<file path="src/rtl/nano_mem_responder_if.sv">
// CPU-side memory bus of the NanoCPU: word address, write data, strobes and
// combinational read data.
interface nano_mem_responder_if;
  logic [7:0]  address;
  logic [15:0] dataW;
  logic [15:0] dataR;
  logic        ce;
  logic        we;

  modport master (output address, dataW, ce, we, input dataR);
  modport slave  (input address, dataW, ce, we, output dataR);
endinterface

</file>
<file path="src/rtl/nano_mem_responder.sv">
// 256x16 RAM responder for NanoCPU with byte-stream program loader and two
// memory-mapped I/O words (output register with strobe, input port).
module nano_mem_responder #(
  parameter logic [7:0] OUT_ADDR = 8'hFF,
  parameter logic [7:0] IN_ADDR  = 8'hFE
) (
  input  logic                  ck,
  input  logic                  rst,
  nano_mem_responder_if.slave   bus,
  input  logic                  ld_start,
  input  logic [7:0]            ld_words,
  input  logic [7:0]            ld_data,
  input  logic                  ld_valid,
  output logic                  ld_ready,
  output logic                  cpu_hold,
  output logic                  load_done,
  input  logic [15:0]           io_in,
  output logic [15:0]           io_out,
  output logic                  io_strobe
);

  localparam logic [1:0] IDLE    = 2'd0;
  localparam logic [1:0] LOAD_HI = 2'd1;
  localparam logic [1:0] LOAD_LO = 2'd2;
  localparam logic [1:0] DONE    = 2'd3;

  logic [1:0]  state;
  logic [8:0]  ptr, count;
  logic [7:0]  hi;
  logic [15:0] mem [256];

  logic        cpu_wr, ld_fire, ld_wr, ram_we, last_word;
  logic [7:0]  ram_addr;
  logic [15:0] ram_data;

  assign ld_ready  = (state == LOAD_HI) || (state == LOAD_LO);
  assign cpu_hold  = (state != IDLE);
  assign load_done = (state == DONE);

  assign cpu_wr    = bus.ce & bus.we & ~cpu_hold;
  assign ld_fire   = ld_valid & ld_ready;
  assign ld_wr     = ld_fire & (state == LOAD_LO);
  assign last_word = (ptr + 9'd1) == count;

  // Loader and CPU never write together: CPU writes are masked by cpu_hold.
  assign ram_we   = ld_wr | (cpu_wr & (bus.address != OUT_ADDR) & (bus.address != IN_ADDR));
  assign ram_addr = ld_wr ? ptr[7:0] : bus.address;
  assign ram_data = ld_wr ? {hi, ld_data} : bus.dataW;

  always_ff @(posedge ck) begin
    if (ram_we) mem[ram_addr] <= ram_data;
  end

  always_comb begin
    bus.dataR = 16'h0000;
    if (bus.ce && !cpu_hold) begin
      if (bus.address == IN_ADDR)       bus.dataR = io_in;
      else if (bus.address == OUT_ADDR) bus.dataR = io_out;
      else                              bus.dataR = mem[bus.address];
    end
  end

  always_ff @(posedge ck or posedge rst) begin
    if (rst) begin
      state     <= IDLE;
      ptr       <= '0;
      count     <= '0;
      hi        <= '0;
      io_out    <= '0;
      io_strobe <= 1'b0;
    end else begin
      io_strobe <= cpu_wr && (bus.address == OUT_ADDR);
      if (cpu_wr && (bus.address == OUT_ADDR)) io_out <= bus.dataW;

      case (state)
        IDLE: if (ld_start) begin
          // A word count of zero means a full 256-word image.
          count <= (ld_words == 8'd0) ? 9'd256 : {1'b0, ld_words};
          ptr   <= '0;
          state <= LOAD_HI;
        end
        LOAD_HI: if (ld_fire) begin
          hi    <= ld_data;
          state <= LOAD_LO;
        end
        LOAD_LO: if (ld_fire) begin
          ptr   <= ptr + 9'd1;
          state <= last_word ? DONE : LOAD_HI;
        end
        default: state <= IDLE;
      endcase
    end
  end

endmodule

</file>
<file path="src/flat_wrapper.sv">
// flat-port wrapper written by rule: the top's interface ports become plain ports
module nano_mem_responder_flat 
#(
  parameter logic [7:0] OUT_ADDR = 8'hFF,
  parameter logic [7:0] IN_ADDR  = 8'hFE
)
  (ck, rst, ld_start, ld_words, ld_data, ld_valid, ld_ready, cpu_hold, load_done, io_in, io_out, io_strobe, bus_address, bus_dataW, bus_ce, bus_we, bus_dataR);
  nano_mem_responder_if bus_i ();
  input  logic ck;
  input  logic rst;
  input  logic ld_start;
  input  logic [7:0] ld_words;
  input  logic [7:0] ld_data;
  input  logic ld_valid;
  output logic ld_ready;
  output logic cpu_hold;
  output logic load_done;
  input  logic [15:0] io_in;
  output logic [15:0] io_out;
  output logic io_strobe;
  input wire logic [$bits(bus_i.address)-1:0] bus_address;
  input wire logic [$bits(bus_i.dataW)-1:0] bus_dataW;
  input wire logic [$bits(bus_i.ce)-1:0] bus_ce;
  input wire logic [$bits(bus_i.we)-1:0] bus_we;
  output wire logic [$bits(bus_i.dataR)-1:0] bus_dataR;
  assign bus_i.address = bus_address;
  assign bus_i.dataW = bus_dataW;
  assign bus_i.ce = bus_ce;
  assign bus_i.we = bus_we;
  assign bus_dataR = bus_i.dataR;
  nano_mem_responder #(.OUT_ADDR(OUT_ADDR), .IN_ADDR(IN_ADDR)) u_core (.ck(ck), .rst(rst), .bus(bus_i), .ld_start(ld_start), .ld_words(ld_words), .ld_data(ld_data), .ld_valid(ld_valid), .ld_ready(ld_ready), .cpu_hold(cpu_hold), .load_done(load_done), .io_in(io_in), .io_out(io_out), .io_strobe(io_strobe));
endmodule
</file>
<file path="config.mk">
export PLATFORM = sky130hd
export DESIGN_NAME = nano_mem_responder_flat
export DESIGN_NICKNAME = d
export VERILOG_FILES = /design/src/rtl/nano_mem_responder_if.sv /design/src/rtl/nano_mem_responder.sv /design/src/flat_wrapper.sv
export SDC_FILE = /design/constraint.sdc
export NUM_CORES = 2
export LEC_CHECK = 0
export ABC_AREA = 1
export BUFFER_PORTS_ARGS = -buffer_cell sky130_fd_sc_hd__buf_2
export CORE_MARGIN = 1.5
export CORE_UTILIZATION = 30
export DETAILED_ROUTE_END_ITERATION = 8
export HOLD_SLACK_MARGIN = 0.05
export PLACE_DENSITY_LB_ADDON = 0.1
export SLEW_MARGIN = 20
export SYNTH_ARGS = -nofsm -noshare
export SYNTH_HDL_FRONTEND = slang
export SYNTH_SLANG_ARGS = --single-unit
</file>
<file path="constraint.sdc">
create_clock -name ck -period 16.56 [get_ports ck]
set_input_delay 1.656 -clock ck [delete_from_list [all_inputs] [get_ports ck]]
set_output_delay 1.656 -clock ck [all_outputs]
set_load 0.02 [all_outputs]
</file>
==> results.md <==
- Run status: finished clean
- Static Leakage: around 66 nW
- Crit. End Element: output pin
- Clock-pin slew on the worst setup and hold paths: 0.06 ns
- TritonCTS buffer count: 464
- Die Ht: 748 um
- Grt total ovfl: 0
- Routed vias: ~110k
- Post-DR vias/cell: 4.91
- Setup bufs post-CTS: 0
- CP max FO: 100
- Port Buffers: just under 100
- Simple-gate area share of the yosys netlist: roughly 17%
- Post-synth top area share: 73.8%
- CP peak stage delay: 0.76 ns
- 1st-iter DRT viols: 10500
- Vias in the first global route: just over 100k
- Global-route wire length before repair: 841000 um
- Final setup vio count: 0
- Area leader, netlist: edfxtp_1
- Full die area: 560000 um^2
- Layout net count: approximately 14000
- Total power: 24.8 mW
- Drt first pass iters: 6
- Worst relative slew slack: 20.2%
- Design area: approximately 190000 um^2
- Cell variety after synth: 40
- Post-layout util: about a third
- GR Util All Layers: 21.0%
- Tmin final: 9.31 ns
- Pwr dens: 130 nW/um^2
- I/O pin count: 98
- Ys Warns: 0
- Residual DRC: 0
- Final hold violation count: 0
- Startpoint type of the worst setup path: input pin
- Clock Skew: between 0.05 and 0.06 ns
- Post-synthesis adder-cell area fraction: 0.0375%
- Final period util: 56.2%
- Skew-Pair Late Insertion Delay: 1.04 ns
- # H-tree levels: 5
- Avg Inst Size Synth: 11.9 um^2
- Worst slew pin tran: approximately 1.2 ns
- Syn nets: 14100
- Kind of critical path: in2out
- Post-synthesis async set-or-reset flop share: 1.09%
- Largest family of logic cells by synthesized area: simple AND/OR/NAND/NOR gates
- Register area share after synthesis: 74.5%
- Max cap viols: 0
- RSZ-0062 raised after global routing: no
- Most used cell, CP: nor2_1
- Post-Synth XOR/XNOR Area: 0.0263%
- Top post-synthesis cells by area: edfxtp_1, nand2_1, nor2_1
- Synth Area in Compound Gates: 4.67%
- Die width: about 750 um
- Number of core rows: 273
- Primary FF master, synth: edfxtp_1
- Cell at the slowest stage of the critical path: buf_4
- Post-synth EDFFs: a little over 4000
- Gpl congestion: 0.819
- Post-synthesis cell area: 167000 um^2
- Fraction of layout instances using a drive strength above 1: 8.75%
- Critical Path AT: 7.65 ns
- Routed Antenna Nets: 0
- Post-DP Area: 177000 um^2
- Fill count: 54600
- Initial antenna violation count: 34
- Mux cell area share after synthesis: 0.0608%
- Register bit count reported by yosys: 4141
- Worst Hold Slack: 0.497 ns
- CTS tree: yes
- Synth Instances: 14000
- Starting Density: 30.1%
- Hold_buf cts: 0
- Peak VDD IR: 0.0925 mV
- Worst hold path type: reg2reg
- Area grow syn2layout: 14.5%
- # clock sinks: between 4000 and 5000
- Slew Limit Fails: 0
- Clock buffer depth: 4
- WL per Instance: around 28 um
- Post_cts resized: 0
- Setup TNS: 0 ns
- Pin count of the biggest net entering global routing: 145
- CORE AREA: about 550000 um^2
- Drt total wl: 606000 um
- Max frequency: 107 MHz
- Worst Path Required: roughly 15 ns
- CP cell instances: buf_8 > buf_4 > buf_4 > buf_12 > buf_4 > nor2_1 > o21ai_0 > nand4_1 > nand3_1 > nand3_1 > nand2_1 > nor2_1 > nor2_1 > nor2_1 > nor2_1 > nor2_1 > buf_2
- Post-detail-place hpwl: 334000 um
- CTS root buf: clkbuf_16
[sequential cells by signal, summed over array words and instances (netlist names)]
register,flops
u_core.state,2
u_core.mem,4096
u_core.io_out,16
u_core.ptr,9
u_core.io_strobe,1
u_core.count,9
u_core.hi,8
[area by class of cell]
cell class | instances | area (um^2) | share of cell area (%)
timing repair buffer | 537 | 4140 | 2.17
antenna | 17 | 42.5 | 0.0223
sequential | 4141 | 124000 | 65.0
clock inverter | 255 | 1920 | 1.01
multi-input combinational | 8414 | 36700 | 19.2
tap | 7287 | 9120 | 4.77
inverter | 665 | 2580 | 1.35
clock buffer | 590 | 12300 | 6.46
[placed cells by master (no fill, tap or decap), types with 26 or more instances in the layout]
master and instances:
a21oi_1 596, a22oi_1 47, buf_2 92, buf_4 416, bufinv_16 26, clkbuf_1 113
clkbuf_16 474, clkinv_1 134, clkinv_2 76, dfrtp_1 45, edfxtp_1 4096, inv_1 650
nand2_1 2843, nand3_1 653, nand4_1 504, nor2_1 2775, nor2_2 35, o211ai_1 26
o21ai_0 741, o21ai_1 39
[synthesized netlist by cell type (45+ instances only)]
library cell / n
nand2_1: 2860
buf_4: 68
inv_1: 652
dfrtp_1: 45
a22oi_1: 47
nor2_1: 2825
nand3_1: 654
clkbuf_1: 202
o21ai_0: 749
buf_1: 81
a21oi_1: 599
edfxtp_1: 4096
buf_2: 435
nand4_1: 504
[stage by stage]
stage	cells	worst slack, ns
CTS	21900	7.22
global placement	21000	7.24
detailed placement	21000	7.25
global route	21900	7.12
finish	21900	7.25
floorplan	14000	2.13
[power by group]
part / leakage, nW / internal [mW] / switching [mW]
registers: 37.4 / 12.3 / 0.0243
clock network: 6.97 / 5.62 / 4.34
logic: 21.7 / 0.388 / 2.20
[routing by layer]
metal	part of all wire, %	up-vias	track usage (%)
met5	0.0051	-	0
met4	2.7	4	5.21
met3	5.0	689	2.70
met2	46	2762	33.7
met1	46	54900	30.1
li1	-	49100	-
[cells by family (layout without fill, tap and decap cells)]
group,after synthesis,count (layout)
simple gates,6901,6901
flops,4141,4141
compound gates,1494,1494
buf+inv,1469,2047
mux,9,9
fa+ha+maj,5,5
xor+xnor,5,5
other cells,0,17
[critical path, delay by kind of cell]
family                 cells  cell delay, ns
buffers and inverters      6            3.02
AND/OR/NAND/NOR           10            2.21
AO/OA/AOI/OAI              1            0.12
[worst paths after layout]
path,start,end,slack (ns),cells past startpoint
hold / removal,u_core.hi[7]$_DFFE_PP0P_,u_core.hi[7]$_DFFE_PP0P_,0.50,2
setup / recovery,bus_address[1],bus_dataR[6],7.25,17
setup reg to reg,u_core.state[0]$_DFFE_PP0P_,u_core.mem[159][1]$_DFFE_PP_,11.54,8
hold reg to reg,u_core.hi[7]$_DFFE_PP0P_,u_core.hi[7]$_DFFE_PP0P_,0.50,2
min in group asynchronous,rst,u_core.io_out[6]$_DFFE_PP0P_,0.76,2
max in group asynchronous,rst,u_core.count[4]$_DFFE_PP0P_,15.28,2
Power figures use the tool's default switching activity.
